<file path="src/rtl/mdu.sv">
// RV32M multiply/divide unit: 32-cycle shift-add multiply and restoring divide
// on operand magnitudes, with one-cycle fast paths for divide-by-zero and signed overflow.
module mdu #(
    parameter int XLEN = 32
) (
    input  logic            clk,
    input  logic            rst,
    input  logic            start,
    input  logic [2:0]      funct3,
    input  logic [XLEN-1:0] a,
    input  logic [XLEN-1:0] b,
    input  logic [4:0]      rd_in,
    output logic            busy,
    output logic            done,
    output logic [XLEN-1:0] result,
    output logic [4:0]      wa,
    output logic            we
);

    typedef enum logic [1:0] {
        IDLE,
        CALC,
        DONE
    } state_t;

    localparam logic [XLEN-1:0] MIN_NEG = {1'b1, {(XLEN-1){1'b0}}};

    state_t            state;
    state_t            state_next;
    logic              accept;
    logic              last_iter;

    logic [2:0]        f_q;
    logic [XLEN-1:0]   opd;
    logic [2*XLEN-1:0] acc;
    logic [4:0]        cnt;
    logic              fast;
    logic              neg_lo;
    logic              neg_hi;

    // Accept-time operand decode
    logic              is_div;
    logic              a_sgn;
    logic              b_sgn;
    logic              sa;
    logic              sb;
    logic [XLEN-1:0]   mag_a;
    logic [XLEN-1:0]   mag_b;
    logic              div_zero;
    logic              ovf;
    logic [XLEN-1:0]   fast_res;

    // Iteration datapath
    logic [XLEN:0]     sum;
    logic [XLEN:0]     r;
    logic              ge;
    logic [XLEN-1:0]   rem_next;
    logic [2*XLEN-1:0] acc_step;
    logic [2*XLEN-1:0] prod_fix;
    logic [XLEN-1:0]   quo;
    logic [XLEN-1:0]   rem;
    logic [XLEN-1:0]   final_res;

    // A request is also taken in DONE so back-to-back operations issue every 33 cycles.
    assign accept    = start && (state == IDLE || state == DONE);
    assign last_iter = (cnt == 5'd31);

    assign busy = (state != IDLE);
    assign done = (state == DONE);
    assign we   = done && (wa != 5'd0);

    always_ff @(posedge clk) begin
        if (rst) state <= IDLE;
        else     state <= state_next;
    end

    // NOTE: every combinational output gets a default first so no path can infer a latch.
    always_comb begin
        state_next = state;
        case (state)
            IDLE:    if (start) state_next = CALC;
            CALC:    if (fast || last_iter) state_next = DONE;
            DONE:    state_next = start ? CALC : IDLE;
            default: state_next = IDLE;
        endcase
    end

    always_comb begin
        is_div   = funct3[2];
        a_sgn    = is_div ? ~funct3[0] : (funct3[1:0] == 2'b01 || funct3[1:0] == 2'b10);
        b_sgn    = is_div ? ~funct3[0] : (funct3[1:0] == 2'b01);
        sa       = a_sgn && a[XLEN-1];
        sb       = b_sgn && b[XLEN-1];
        mag_a    = sa ? XLEN'(0) - a : a;
        mag_b    = sb ? XLEN'(0) - b : b;
        div_zero = is_div && (b == '0);
        ovf      = is_div && !funct3[0] && (a == MIN_NEG) && (b == '1);
        if (funct3[1]) fast_res = div_zero ? a : '0;
        else           fast_res = div_zero ? '1 : MIN_NEG;
    end

    // Multiply: acc = {partial, multiplier}; divide: acc = {remainder, dividend/quotient}.
    always_comb begin
        sum      = {1'b0, acc[2*XLEN-1:XLEN]} + (acc[0] ? {1'b0, opd} : '0);
        r        = acc[2*XLEN-1:XLEN-1];
        ge       = (r >= {1'b0, opd});
        rem_next = ge ? XLEN'(r - {1'b0, opd}) : r[XLEN-1:0];
        if (f_q[2]) acc_step = {rem_next, acc[XLEN-2:0], ge};
        else        acc_step = {sum, acc[XLEN-1:1]};

        prod_fix = neg_lo ? (2*XLEN)'(0) - acc_step : acc_step;
        quo      = acc_step[XLEN-1:0];
        rem      = acc_step[2*XLEN-1:XLEN];
        if (!f_q[2])     final_res = (f_q[1:0] == 2'b00) ? prod_fix[XLEN-1:0] : prod_fix[2*XLEN-1:XLEN];
        else if (f_q[1]) final_res = neg_hi ? XLEN'(0) - rem : rem;
        else             final_res = neg_lo ? XLEN'(0) - quo : quo;
    end

    // NOTE: sequential state uses non-blocking assignments only, so every register samples pre-edge values.
    always_ff @(posedge clk) begin
        if (rst) begin
            f_q    <= '0;
            opd    <= '0;
            acc    <= '0;
            cnt    <= '0;
            fast   <= 1'b0;
            neg_lo <= 1'b0;
            neg_hi <= 1'b0;
            result <= '0;
            wa     <= '0;
        end else if (accept) begin
            f_q    <= funct3;
            wa     <= rd_in;
            cnt    <= '0;
            fast   <= div_zero || ovf;
            neg_lo <= sa ^ sb;
            neg_hi <= sa;
            if (div_zero || ovf) begin
                acc <= {{XLEN{1'b0}}, fast_res};
                opd <= mag_b;
            end else if (is_div) begin
                acc <= {{XLEN{1'b0}}, mag_a};
                opd <= mag_b;
            end else begin
                acc <= {{XLEN{1'b0}}, mag_b};
                opd <= mag_a;
            end
        end else if (state == CALC) begin
            if (fast) begin
                result <= acc[XLEN-1:0];
            end else begin
                acc <= acc_step;
                cnt <= cnt + 5'd1;
                if (last_iter) result <= final_res;
            end
        end
    end

endmodule

</file>
<file path="config.mk">
export PLATFORM = sky130hd
export DESIGN_NAME = mdu
export DESIGN_NICKNAME = d
export VERILOG_FILES = /design/src/rtl/mdu.sv
export SDC_FILE = /design/constraint.sdc
export NUM_CORES = 1
export LEC_CHECK = 0
export ABC_AREA = 1
export BUFFER_PORTS_ARGS = -buffer_cell sky130_fd_sc_hd__buf_2
export CAP_MARGIN = 25
export CORE_MARGIN = 1.5
export CORE_UTILIZATION = 25
export DETAILED_ROUTE_END_ITERATION = 7
export HOLD_SLACK_MARGIN = 0.03
export PLACE_DENSITY = 0.46
export SETUP_SLACK_MARGIN = 0.3
export SKIP_CTS_REPAIR_TIMING = 1
export SLEW_MARGIN = 10
export SYNTH_ARGS = -nofsm -noshare
export SYNTH_HDL_FRONTEND = slang
export SYNTH_SLANG_ARGS = --single-unit
</file>
<file path="constraint.sdc">
create_clock -name clk -period 3.4 [get_ports clk]
set_input_delay 0.68 -clock clk [delete_from_list [all_inputs] [get_ports clk]]
set_output_delay 0.68 -clock clk [all_outputs]
set_load 0.01 [all_outputs]
</file>
==> reports/qor.csv <==
stage;metric;value;unit
synthesis;ys async rst share;0;%
route;via/cell ratio;4.852;
global_route;number of global-route vias before repair;21820;
setup_path;WP data arrival;4.23;ns
route;Final ANT Viol Nets;0;
finish;Nets;4082;
sta;Worst Clk Skew;0.02292;ns
finish;Area growth syn-to-layout;51.35;%
die;CORE AREA;70510;sq um
pwr;PwrDens;352.6;nW/um^2
global_route;Total GRT Usage;25.32;%
synthesis;Syn Area/Cell;5.540;sq um
sta;setup TNS;-8.314;ns
die;Die Area;73240;sq um
route;Vias;23710;
die;Starting Density;25.39;%
setup_path;crit path kind;flop to flop;
synthesis;Yosys top cell area share;20.06;%
status;status;finished, violations left;
placed_design;dpl hpwl;77700;um
synthesis;Gate Count Post-Synth;3232;
flow_run;Max-Cap Viols;0;
clock_network;TritonCTS clock tree;yes;
placed_design;port buffer count;114;
finish;most frequent cells in the layout;nand2_1 (841), buf_4 (683), inv_1 (397), nor2_1 (281), a21oi_1 (216);
clock_network;Worst-Skew Late Latency;0.51;ns
finish;post-route cell area;27100;sq um
pwr;Lkg Pwr;13.53;nW
finish;layout cells sized above 1;34.64;%
setup_path;CP peak stage delay;0.35;ns
pwr;internal power;5.065;mW
sta;Final WS setup;-0.4689;ns
pwr;P_sw;4.491;mW
placed_design;Final Wtd Congestion;1.002;
hold_path;hold crit path type;input port to flop;
sta;# setup viols final;30;
die;num ports;115;
global_route;initial antenna violation count;3;
die;width of the chip;270.6;um
clock_network;Clock Tree Buf Depth;2;
pwr;Clock power frac;20.9;%
finish;multi-input logic area;14630;sq um
clock_network;CTS sink count;146;
route;wire per inst;19.66;um
setup_path;crit path max-delay cell type;dfxtp_2;
die;die height;270.6;um
global_route;total global routing overflow;0;
sta;RSZ-0062 raised after global routing;true;
clock_network;Clock Tree Root;clkbuf_16;
synthesis;Seq/Total Area, Yosys;16.32;%
global_route;first-pass GRT wire length;139100;um
sta;Max Freq;258.5;MHz
pwr;Peak supply drop;0.3929;mV
setup_path;critical-path maximum fanout;4;
global_route;GRT met1 Usage;34.10;%
global_route;busiest layer in global routing;met2;
finish;Layout fillers;7753;
global_route;met2 Usage GRT;40.24;%
global_route;largest net degree at the start of global routing;80;
sta;final hold violation count;0;
synthesis;synth unique cells;59;
route;DRC Markers;0;
synthesis;Post-Syn Nets;3381;
synthesis;Warnings, synthesis;0;
synthesis;flops & latches, synth;146;
setup_path;Crit. End Element;flop;
pwr;switch share;47.00;%
sta;worst-margin pin slew;0.9594;ns
finish;Inserted Diodes;0;
route;Total Wirelength;96050;um
synthesis;post-synth top area cell;nand2_1;
synthesis;Primary FF master, synth;dfxtp_1;
synthesis;number of synthesized flops with an enable pin;0;
sta;Worst slew margin;35.97;%
synthesis;synthesized cell area;17910;sq um
clock_network;H-tree levels;4;
sta;fin crit share;113.8;%
route;drt first-iter violations;2036;
route;First-pass DRT Iterations;6;
setup_path;Worst EP required;3.76;ns
finish;FF/Latch Area;3003;sq um
sta;Final min period;3.869;ns
synthesis;largest cells by area after synthesis;nand2_1 (20%), dfxtp_1 (16%), inv_1 (9.2%);
status;failing checks;setup timing;
finish;most common cell after layout, fill and taps aside;nand2_1;
clock_network;Worst-path clk slew;0.08;ns
sta;Final Slew Violations;0;
pwr;Gate power share;58.6;%
placed_design;dpl cell area;24440;sq um
setup_path;Worst setup SP type;flop;
setup_path;crit-path most repeated cell;nand2_2;
clock_network;CTS Buf Count;17;
die;# rows;97;
global_route;Global Route met3 Usage;2.929;%
pwr;sequential power share;20.5;%
## critical path, delay by kind of cell, from the launching register on
| kind | cells | cell delay, ns |
|---|---|---|
| compound gates | 8 | 1.14 |
| fa+ha+maj | 2 | 0.44 |
| buf+inv | 2 | 0.11 |
| flops | 1 | 0.35 |
| simple gates | 17 | 1.66 |
## metrics by stage
step / cells / utilization (%) / setup slack (ns) / total power, mW / hold WS [ns]
after global routing: 4886 / 38.43 / -0.7182 / 10.08 / 0.4557
after floorplan: 3232 / - / -0.2876 / 4.625 / 0.4443
after global placement: 4799 / 34.65 / -0.7404 / 7.025 / 0.4534
after detailed placement: 4799 / 34.65 / -0.7340 / 7.002 / 0.4529
final: 4886 / 38.43 / -0.4689 / 9.556 / 0.4347
after CTS: 4831 / 35.48 / -0.7632 / 9.022 / 0.4081
## state kept, by name (all words and copies together), names as in the netlist
name,flops
acc,64
cnt,5
f_q,3
fast,1
neg_hi,1
neg_lo,1
opd,32
result,32
state,2
wa,5
## logic make-up (layout without fill, tap and decap cells)
kind of cell | Yosys count | after routing | synth area share [%]
and+or+nand+nor | 1736 | 1736 | 41.52
xor gates and xnor gates | 116 | 116 | 5.674
DFF | 146 | 146 | 16.32
adders and majority gates | 74 | 74 | 5.255
buffers and inverters | 593 | 1307 | 12.95
AOI/OAI and AO/OA | 567 | 567 | 18.27
## cell type report
| cell class | count | area share, % |
|---|---|---|
| repair buffers | 811 | 21.96 |
| clock inverters | 15 | 0.5817 |
| clock buffers | 17 | 1.570 |
| inverters | 464 | 6.468 |
| multi-input cells | 2493 | 54.00 |
| flip-flops and latches | 146 | 11.08 |
| well taps | 940 | 4.340 |
## power by group through the flow
stage | Sequential, mW | Combinational [mW] | Clock [mW]
2_1_floorplan | 1.95 | 2.68 | 0
3_3_place_gp | 1.99 | 5.03 | 0
3_5_place_dp | 1.99 | 5.01 | 0
4_1_cts | 1.95 | 5.03 | 2.04
5_1_grt | 1.97 | 6.01 | 2.10
6_report | 1.96 | 5.60 | 1.99
## path summary, 6_finish.rpt
path | start | to | slack [ns] | cells past startpoint
worst max-delay path | opd[30] | result[4] | -0.47 | 29
worst min-delay path | rd_in[4] | wa[4] | 0.43 | 3
worst max register to register | opd[30] | result[4] | -0.47 | 29
worst min register to register | result[26] | result[26] | 0.46 | 2
## routing by layer
layer  share of wire [%]  vias to the layer above
met5                   0                        -
met4                 4.9                        0
met3                 5.5                      142
met2                  44                      784
met1                  45                    10940
li1                    -                    11840
## synthesized netlist by cell type (all sizes together), types with 2 or more instances
cell and instances:
o221ai 9, nor3 42, xor2 87, clkbuf 90, nand3b 16, and3 3, inv 458, nand4 55
or2 9, buf 39, o21ai 200, and2 4, nand3 235, nor2 375, a221oi 2, dfxtp 146
xnor2 29, clkinv 6, a31oi 11, o21a 6, o2111ai 6, o22ai 22, nand2 990, fa 2
a21o 3, o21bai 2, nor4 7, o32ai 26, o211ai 27, a21oi 242, ha 72, o31ai 7
(Power assumes the default switching activity.)
